### src/rtl/sha256_round_ctrl.sv
`timescale 1ns/1ps
// ---------------------------------------------------------------------------
// sha256_round_ctrl
//
// Sequencer for an iterative SHA-256 compression core. For each 512-bit
// block it loads the working registers a..h from the intermediate hash H
// (or the IV for the first block). It then steps the 64 rounds, and finally
// pulses the H += a..h accumulate. After the last block it pulses done.
//
// Ports
//   clk         system clock, rising-edge state updates
//   rst_n       asynchronous active-low reset
//   start       hash request, honoured only while idle
//   abort       synchronous cancel, honoured in every non-idle state
//   num_blocks  block count latched on start (0 behaves as 1)
//   load_init   1 = working registers load from H, 0 = shift datapath
//   iv_sel      1 = H register file presents the SHA-256 IV
//   round_idx   current round t, indexes K ROM and W schedule
//   w_sel       0 = W_t from message word, 1 = W_t from expanded schedule
//   add_en      one-cycle strobe for H_i += working register i
//   block_idx   index of the block being processed
//   busy        high in every state except IDLE
//   done        one-cycle pulse when the final H is valid
//
// State table
//   state   | meaning
//   --------+------------------------------------------------------------
//   S_IDLE  | waiting for start, all outputs low
//   S_INIT  | one cycle, working registers load from H / IV
//   S_ROUND | 64 cycles, round_idx 0..63
//   S_FINAL | one cycle, add_en strobe, choose next block or finish
//   S_DONE  | one cycle, done pulse
//
// Every output is a flop. The next-state logic also computes the output
// values for the state being entered, so the outputs change on the same
// edge as the state. No input reaches an output without passing a flop.
// ---------------------------------------------------------------------------
module sha256_round_ctrl (
    input  logic       clk,
    input  logic       rst_n,
    input  logic       start,
    input  logic       abort,
    input  logic [1:0] num_blocks,
    output logic       load_init,
    output logic       iv_sel,
    output logic [5:0] round_idx,
    output logic       w_sel,
    output logic       add_en,
    output logic [1:0] block_idx,
    output logic       busy,
    output logic       done
);

    typedef enum logic [2:0] {
        S_IDLE  = 3'd0,
        S_INIT  = 3'd1,
        S_ROUND = 3'd2,
        S_FINAL = 3'd3,
        S_DONE  = 3'd4
    } state_t;

    localparam logic [5:0] LAST_ROUND   = 6'd63;
    localparam logic [5:0] FIRST_SCHED  = 6'd16;

    state_t     state_q;
    state_t     state_d;
    logic [1:0] count_q;
    logic [1:0] count_d;
    logic [5:0] round_d;
    logic [1:0] block_d;
    logic       load_init_d;
    logic       iv_sel_d;
    logic       w_sel_d;
    logic       add_en_d;
    logic       busy_d;
    logic       done_d;
    logic       more_blocks;

    // Widened by one bit so that block_idx + 1 cannot overflow before the compare.
    assign more_blocks = (({1'b0, block_idx} + 3'd1) < {1'b0, count_q});

    always_ff @(posedge clk or negedge rst_n) begin
        if (!rst_n) begin
            state_q   <= S_IDLE;
            count_q   <= 2'd1;
            round_idx <= 6'd0;
            block_idx <= 2'd0;
            load_init <= 1'b0;
            iv_sel    <= 1'b0;
            w_sel     <= 1'b0;
            add_en    <= 1'b0;
            busy      <= 1'b0;
            done      <= 1'b0;
        end else begin
            state_q   <= state_d;
            count_q   <= count_d;
            round_idx <= round_d;
            block_idx <= block_d;
            load_init <= load_init_d;
            iv_sel    <= iv_sel_d;
            w_sel     <= w_sel_d;
            add_en    <= add_en_d;
            busy      <= busy_d;
            done      <= done_d;
        end
    end

    always_comb begin
        state_d = state_q;
        count_d = count_q;
        round_d = round_idx;
        block_d = block_idx;

        if (abort && (state_q != S_IDLE)) begin
            // Cancel wins over every transition, including the FINAL and DONE exits.
            state_d = S_IDLE;
            round_d = 6'd0;
            block_d = 2'd0;
        end else begin
            case (state_q)
                S_IDLE: begin
                    round_d = 6'd0;
                    block_d = 2'd0;
                    if (start && !abort) begin
                        state_d = S_INIT;
                        count_d = (num_blocks == 2'd0) ? 2'd1 : num_blocks;
                    end
                end
                S_INIT: begin
                    state_d = S_ROUND;
                    round_d = 6'd0;
                end
                S_ROUND: begin
                    // The increment is gated at 63, so round_idx holds there and never wraps.
                    if (round_idx == LAST_ROUND) begin
                        state_d = S_FINAL;
                    end else begin
                        round_d = round_idx + 6'd1;
                    end
                end
                S_FINAL: begin
                    if (more_blocks) begin
                        state_d = S_INIT;
                        block_d = block_idx + 2'd1;
                        round_d = 6'd0;
                    end else begin
                        state_d = S_DONE;
                    end
                end
                S_DONE: begin
                    state_d = S_IDLE;
                    round_d = 6'd0;
                    block_d = 2'd0;
                end
                default: begin
                    state_d = S_IDLE;
                    round_d = 6'd0;
                    block_d = 2'd0;
                end
            endcase
        end
    end

    // Output values for the state being entered; registered alongside state_q.
    always_comb begin
        load_init_d = 1'b0;
        iv_sel_d    = 1'b0;
        w_sel_d     = 1'b0;
        add_en_d    = 1'b0;
        busy_d      = 1'b0;
        done_d      = 1'b0;
        case (state_d)
            S_INIT: begin
                load_init_d = 1'b1;
                iv_sel_d    = (block_d == 2'd0);
                busy_d      = 1'b1;
            end
            S_ROUND: begin
                w_sel_d = (round_d >= FIRST_SCHED);
                busy_d  = 1'b1;
            end
            S_FINAL: begin
                add_en_d = 1'b1;
                busy_d   = 1'b1;
            end
            S_DONE: begin
                done_d = 1'b1;
                busy_d = 1'b1;
            end
            default: begin
                busy_d = 1'b0;
            end
        endcase
    end

endmodule

### config.mk
export PLATFORM = sky130hd
export DESIGN_NAME = sha256_round_ctrl
export DESIGN_NICKNAME = d
export VERILOG_FILES = /design/src/rtl/sha256_round_ctrl.sv
export SDC_FILE = /design/constraint.sdc
export NUM_CORES = 1
export LEC_CHECK = 0
export ABC_AREA = 1
export CAP_MARGIN = 20
export CORE_ASPECT_RATIO = 0.8
export CORE_MARGIN = 10
export CORE_UTILIZATION = 41
export CTS_BUF_LIST = sky130_fd_sc_hd__clkbuf_4
export DETAILED_ROUTE_END_ITERATION = 6
export HOLD_SLACK_MARGIN = 0.03
export PLACE_DENSITY = 0.76
export SETUP_SLACK_MARGIN = 0.3
export SLEW_MARGIN = 15
export SYNTH_ARGS = -nofsm -noshare
export SYNTH_HDL_FRONTEND = slang
export SYNTH_SLANG_ARGS = --single-unit
### constraint.sdc
create_clock -name clk -period 4.23 [get_ports clk]
set_input_delay 0.846 -clock clk [delete_from_list [all_inputs] [get_ports clk]]
set_output_delay 0.846 -clock clk [all_outputs]
set_load 0.05 [all_outputs]
==> reports/summary.json, run 1 <==
{
  "synth": {
    "unique_masters_post_synth": 22,
    "synth_seq_area_share_pct": 48.3,
    "synthTopCellsByArea": "sky130_fd_sc_hd__dfrtp_1 (46%), sky130_fd_sc_hd__nand2_1 (11%), sky130_fd_sc_hd__inv_1 (8.4%)",
    "synth_adder_area_share_pct": 4.56,
    "synthCells": 120,
    "yosys.area_share.simple_pct": 30.9,
    "post_synth_net_total": 129,
    "synth_compound_gate_area_share_pct": 7.48,
    "synth-xor-area-share_pct": 0,
    "synth_top_family_by_area": "simple AND/OR/NAND/NOR gates",
    "synth_warnings": 0,
    "synth_largest_type_area_fraction_pct": 45.6,
    "synthDominantAreaCellType": "sky130_fd_sc_hd__dfrtp_1",
    "synth.avg_cell_area_sq_um": 8.23,
    "synth.ff_latch_count": 19,
    "yosys-mux-area-fraction_pct": 0,
    "synth_area_sq_um": 987
  },
  "timing": {
    "period_minus_slack_ps": 2430,
    "skew_ps": 7.64,
    "setup_ws_ps": 1800,
    "slew_violations": 0,
    "fin_setup_tns_ps": 0,
    "setup_viol": 0,
    "hold_viol_final": 0,
    "worst_pin_slew_ps": 827,
    "rsz0062_at_grt": "false",
    "achievable_clock_frequency_ghz": 0.411,
    "slew-limit-headroom_pct": 44.7,
    "final.period_utilization_pct": 57.5,
    "hold-worst-slack_ps": 502
  },
  "drt": {
    "avgRoutedWirePerCell_microns": 13.1,
    "drt_iter0_drc": 59,
    "detail_route.vias_per_cell": 5.04,
    "drt_drc_violations_left": 0,
    "drt.antenna.violating_nets": 0,
    "routed_wl_mm": 2.20,
    "via_count": 847,
    "first_pass_iters": 4
  },
  "clock_network": {
    "tritoncts": "built",
    "cts.root.buffer_cell": "sky130_fd_sc_hd__clkbuf_4",
    "cts.sink_count": 19,
    "cts.path.max_buffers": 2,
    "post-cts-setup-buffers": 0,
    "insertion_delay_ps": 300,
    "cts.reportedPaths.clkPinSlew_ps": 110,
    "cts.htree.levels": 1,
    "ctsHoldBuffers": 0,
    "total_clock_buffers_created_by_cts": 3,
    "post_cts.resized_instances": 0
  },
  "min_path": {
    "timing.hold.worst.class": "flop to flop",
    "hold_path.startpoint": "count_q[0]",
    "timing.hold.worst_endpoint": "count_q[0]",
    "min_path_cells": 2
  },
  "critical_path": {
    "crit_required_ps": 3380,
    "critical_path.slowest_cell": "sky130_fd_sc_hd__clkdlybuf4s50_1",
    "critPathCaptureType": "output pin",
    "crit_family": "buffers and inverters",
    "rr_worst_depth": 8,
    "cp_buf_inv_count": 1,
    "critical_path.reg2reg.endpoint": "iv_sel",
    "critical_path.max_stage_delay_ps": 840,
    "timing.rr.start": "block_idx[0]",
    "worst_setup_path_start_kind": "flop",
    "crit_type": "flop to output pin",
    "critical_path_depth": 1,
    "worstPathCellList": "clkdlybuf4s50_1",
    "highest_net_fanout_along_the_worst_path": 5,
    "worst-endpoint-arrival_ps": 1590,
    "reg2reg_setup_slack_ps": 2320
  },
  "power": {
    "vdd.ir_drop.worst_v": 0.000230,
    "seq_pwr_share_pct": 50.8,
    "internal-power_mw": 0.273,
    "pwr-share-clk_pct": 23.9,
    "total_switching_power_mw": 0.133,
    "netSwitchingFraction_pct": 32.8,
    "p_comb_share_pct": 25.3,
    "total_leakage_power_nw": 0.643,
    "report.power.total_mw": 0.406,
    "power.density_nw_per_um2": 328
  },
  "die": {
    "coreArea_sq_um": 2230,
    "i_o_pin_total": 20,
    "chipWidth_microns": 74.9,
    "initial_cell_density_of_the_core_pct": 44.2,
    "fp-row-count": 15,
    "dieHeight_microns": 63.9,
    "die_footprint_sq_um": 4780
  },
  "status": {
    "status": "finished, final reports clean"
  },
  "layout": {
    "fillerInstances": 194,
    "mostFrequentLayoutCell": "sky130_fd_sc_hd__nand2_1",
    "drive_above_1_share_pct": 11.2,
    "mostFrequentLayoutCells": "sky130_fd_sc_hd__nand2_1 (28), sky130_fd_sc_hd__inv_1 (22), sky130_fd_sc_hd__clkdlybuf4s50_1 (19), sky130_fd_sc_hd__dfrtp_1 (18), sky130_fd_sc_hd__nor2_1 (12)",
    "nNetsFinal": 153,
    "layout_area_overhead_pct": 25.5,
    "antennaDiodeCount": 0
  },
  "placed_design": {
    "post-place-ws_ps": 2070,
    "place.detailed.hpwl_mm": 1.78,
    "gp_congestion": 0.795,
    "placement.io_buffers": 19
  },
  "global_routing": {
    "grt_overflow_total": 0,
    "grt_max_degree": 20,
    "antenna_violations_before_repair": 0,
    "grt_pass1_wl_mm": 3.83,
    "first_global_vias": 870,
    "gr-usage-all-layers_pct": 10.1
  },
  "flow_run": {
    "cap_violations": 0
  }
}
through the flow:
step                util [%]  cells  cell area, sq um
global route            55.5    168              1240
detailed placement      54.1    164              1210
CTS                     55.5    168              1240
floorplan                  -    120               987
global placement        54.1    164              1210
finish                  55.5    168              1240
layout make-up:
class,instances,area (sq um),share of cell area [%]
Sequential cell,19,477,38.5
Multi-Input combinational cell,78,424,34.2
Timing Repair Buffer,19,190,15.4
Inverter,23,86.3,6.97
Tap cell,25,31.3,2.53
Clock buffer,4,30.0,2.42
worst max-delay path by stage:
stage | from | to
6_report | round_idx[3] | round_idx[3]
5_1_grt | block_idx[0] | block_idx[0]
4_1_cts | block_idx[0] | block_idx[0]
3_5_place_dp | abort | iv_sel
3_3_place_gp | block_idx[0] | block_idx[0]
2_1_floorplan | block_idx[0] | iv_sel
cells in the mapped netlist:
cell type / instances
sky130_fd_sc_hd__o21ai_0: 7
sky130_fd_sc_hd__ha_1: 2
sky130_fd_sc_hd__nand2_4: 1
sky130_fd_sc_hd__nand3_1: 7
sky130_fd_sc_hd__dfstp_2: 1
sky130_fd_sc_hd__a21oi_1: 5
sky130_fd_sc_hd__a21boi_0: 1
sky130_fd_sc_hd__nand3b_1: 1
sky130_fd_sc_hd__nand2_1: 28
sky130_fd_sc_hd__inv_1: 22
sky130_fd_sc_hd__nand4_1: 2
sky130_fd_sc_hd__nor2_1: 12
sky130_fd_sc_hd__fa_1: 1
sky130_fd_sc_hd__nor2_2: 2
sky130_fd_sc_hd__inv_2: 1
sky130_fd_sc_hd__nand3_2: 2
sky130_fd_sc_hd__nor2_4: 2
sky130_fd_sc_hd__nand2_2: 2
sky130_fd_sc_hd__a31oi_1: 1
sky130_fd_sc_hd__nor3_1: 1
sky130_fd_sc_hd__nor3_4: 1
sky130_fd_sc_hd__dfrtp_1: 18
flip-flops by register name, summed over array words and instances (netlist names):
register   count
round_idx      6
state_q        3
block_idx      2
count_q        2
add_en         1
busy           1
done           1
iv_sel         1
load_init      1
w_sel          1
power groups by stage:
stage	logic, mW	registers (mW)	clock network (mW)
2_1_floorplan	0.0468	0.231	0
3_3_place_gp	0.0982	0.210	0
3_5_place_dp	0.104	0.210	0
4_1_cts	0.104	0.207	0.0995
5_1_grt	0.113	0.208	0.112
6_report	0.103	0.206	0.0969
kinds of logic after synthesis:
logic type,after synthesis
AO/OA/AOI/OAI,14
adder cells (fa/ha/maj),3
flip-flops,19
buffers and inverters,23
AND/OR/NAND/NOR,61
layer usage:
metal  up-vias  GRT usage [%]  wire (microns)  share of wire (%)
li1        421              -               -                  -
met1       398           11.5             903                 41
met2        24           16.5            1070                 49
met3         4           4.63             194                8.8
met4         0           2.83              34                1.5
met5         -              0               0                  0
No activity file was read; power rests on OpenSTA's default activity.
==> run 2, diff against run 1 <==
==> constraint.sdc (replaced) <==
create_clock -name clk -period 2.4 [get_ports clk]
set_input_delay 0.48 -clock clk [delete_from_list [all_inputs] [get_ports clk]]
set_output_delay 0.48 -clock clk [all_outputs]
set_load 0.05 [all_outputs]
==> run 2 against run 1 <==
Wire length rose by 3.3%. Final cell count up 0.60%. Setup slack got worse by 1400 ps. Power is 76% higher. Cell area grew 1.6%. Sequential cell count unchanged. Count of clock-buffer cells in the layout unchanged. Register-to-register slack lost 1800 ps. Non-clock buffer count up 1. Combinational power grew 75%. Clock power up 76%. Clock skew about the same. Largest power group unchanged. Highest routed layer unchanged.
==> reports/summary.json, run 2 (synthesized netlist as in run 1, its figures left out) <==
{
  "layout": {
    "final_area_sq_um": 1260,
    "mostFrequentLayoutCell": "sky130_fd_sc_hd__nand2_1",
    "antennaDiodeCount": 0,
    "largest-register": "round_idx",
    "largest_register_ffs": 6,
    "mostFrequentLayoutCells": "sky130_fd_sc_hd__nand2_1 (28), sky130_fd_sc_hd__inv_1 (22), sky130_fd_sc_hd__dfrtp_1 (18), sky130_fd_sc_hd__clkdlybuf4s50_1 (14), sky130_fd_sc_hd__nor2_1 (12)",
    "layout_area_overhead_pct": 27.5,
    "layout_top_registers": "round_idx (6), state_q (3)",
    "nNetsFinal": 154,
    "drive_above_1_share_pct": 11.8,
    "final_core_util_pct": 56.4
  },
  "die": {
    "fp-row-count": 15,
    "dieHeight_microns": 63.9,
    "coreArea_sq_um": 2230,
    "die_footprint_sq_um": 4780,
    "i_o_pin_total": 20,
    "chipWidth_microns": 74.9,
    "initial_cell_density_of_the_core_pct": 44.2
  },
  "critical_path": {
    "cp_buf_inv_count": 1,
    "worst_setup_path_start_kind": "flop",
    "worst-endpoint-arrival_ps": 1560,
    "highest_net_fanout_along_the_worst_path": 5,
    "critPathCaptureType": "output pin",
    "worstPathCellList": "clkdlybuf4s50_1",
    "critical_path.max_stage_delay_ps": 830,
    "critical_path.slowest_cell": "sky130_fd_sc_hd__clkdlybuf4s50_1",
    "crit_family": "buffers and inverters",
    "crit_type": "flop to output pin",
    "crit_required_ps": 1920
  },
  "timing": {
    "slew_violations": 0,
    "achievable_clock_frequency_ghz": 0.489,
    "setup_viol": 0,
    "final.period_utilization_pct": 85.2,
    "period_minus_slack_ps": 2040,
    "worst_pin_slew_ps": 514,
    "slew-limit-headroom_pct": 65.6,
    "skew_ps": 7.53,
    "hold-worst-slack_ps": 496,
    "setup_ws_ps": 355,
    "fin_setup_tns_ps": 0,
    "hold_viol_final": 0,
    "rsz0062_at_grt": "false"
  },
  "power": {
    "vdd.ir_drop.worst_v": 0.000341,
    "power.density_nw_per_um2": 568,
    "total_leakage_power_nw": 0.741
  },
  "global_routing": {
    "first_global_vias": 815,
    "grt_pass1_wl_mm": 3.83,
    "grt_max_degree": 20,
    "gr-usage-all-layers_pct": 10.2,
    "antenna_violations_before_repair": 0,
    "grt_overflow_total": 0
  },
  "drt": {
    "route.met2.wl_mm": 1.12,
    "maxUsedRoutingLayer": "met4",
    "via_count": 840,
    "drt_iter0_drc": 124,
    "first_pass_iters": 4,
    "wirelength_met1_microns": 952,
    "drt.antenna.violating_nets": 0,
    "detail_route.vias_per_cell": 4.97,
    "drt_drc_violations_left": 0,
    "avgRoutedWirePerCell_microns": 13.5,
    "routed_wl_mm": 2.28,
    "detailroute.wirelength.met3_microns": 180
  },
  "status": {
    "status": "finished, final reports clean"
  },
  "placed_design": {
    "placement.io_buffers": 19,
    "place.detailed.hpwl_mm": 1.80,
    "post_dp_cell_area_sq_um": 1220,
    "post-place-ws_ps": 472,
    "gp_congestion": 0.811
  },
  "clock_network": {
    "cts.htree.levels": 1,
    "cts.path.max_buffers": 2,
    "tritoncts": "built",
    "insertion_delay_ps": 300,
    "total_clock_buffers_created_by_cts": 3,
    "cts.reportedPaths.clkPinSlew_ps": 110,
    "cts.root.buffer_cell": "sky130_fd_sc_hd__clkbuf_4",
    "post-cts-setup-buffers": 0,
    "cts.sink_count": 19
  },
  "flow_run": {
    "cap_violations": 0
  },
  "min_path": {
    "timing.hold.worst.class": "flop to flop"
  }
}
[run 2: repair_timing]
| item | CTS | global route |
|---|---|---|
| endpoints found under the hold margin | 0 | 0 |
| gates resized for setup | 0 | 5 |
| setup endpoints to repair | 0 | 5 |
| hold buffers | 0 | 0 |
[run 2: through the flow]
step | power, mW | std cells
CTS | 0.724 | 169
detailed placement | 0.552 | 165
floorplan | 0.489 | 120
finish | 0.715 | 169
global route | 0.762 | 169
global placement | 0.544 | 165
[run 2: final timing paths]
path                       depth (start not counted)          from           end  slack [ps]
setup / recovery                                   1  round_idx[0]  round_idx[0]         360
hold / removal                                     2    count_q[0]    count_q[0]         500
setup reg to reg                                   8  block_idx[0]        iv_sel         470
hold reg to reg                                    2    count_q[0]    count_q[0]         500
max in group asynchronous                          2         rst_n    count_q[0]        1630
min in group asynchronous                          2         rst_n  round_idx[2]         510
[run 2: layout make-up]
cell class | count | area, sq um
clock buffers | 4 | 30.0
fillers | 207 | 975
inverters | 23 | 86.3
multi-input cells | 78 | 424
flip-flops and latches | 19 | 477
well taps | 25 | 31.3
repair buffers | 20 | 210
[run 2: layer usage]
layer | vias up | GRT usage (%)
li1 | 423 | -
met1 | 387 | 11.6
met2 | 26 | 16.4
met3 | 4 | 4.78
met4 | 0 | 3.54
met5 | - | 0
[run 2: power by group]
part           internal [mW]  switching (mW)  leakage (nW)
combinational         0.0584           0.122         0.466
clock                 0.0760          0.0947        0.0184
sequential             0.347          0.0169         0.257
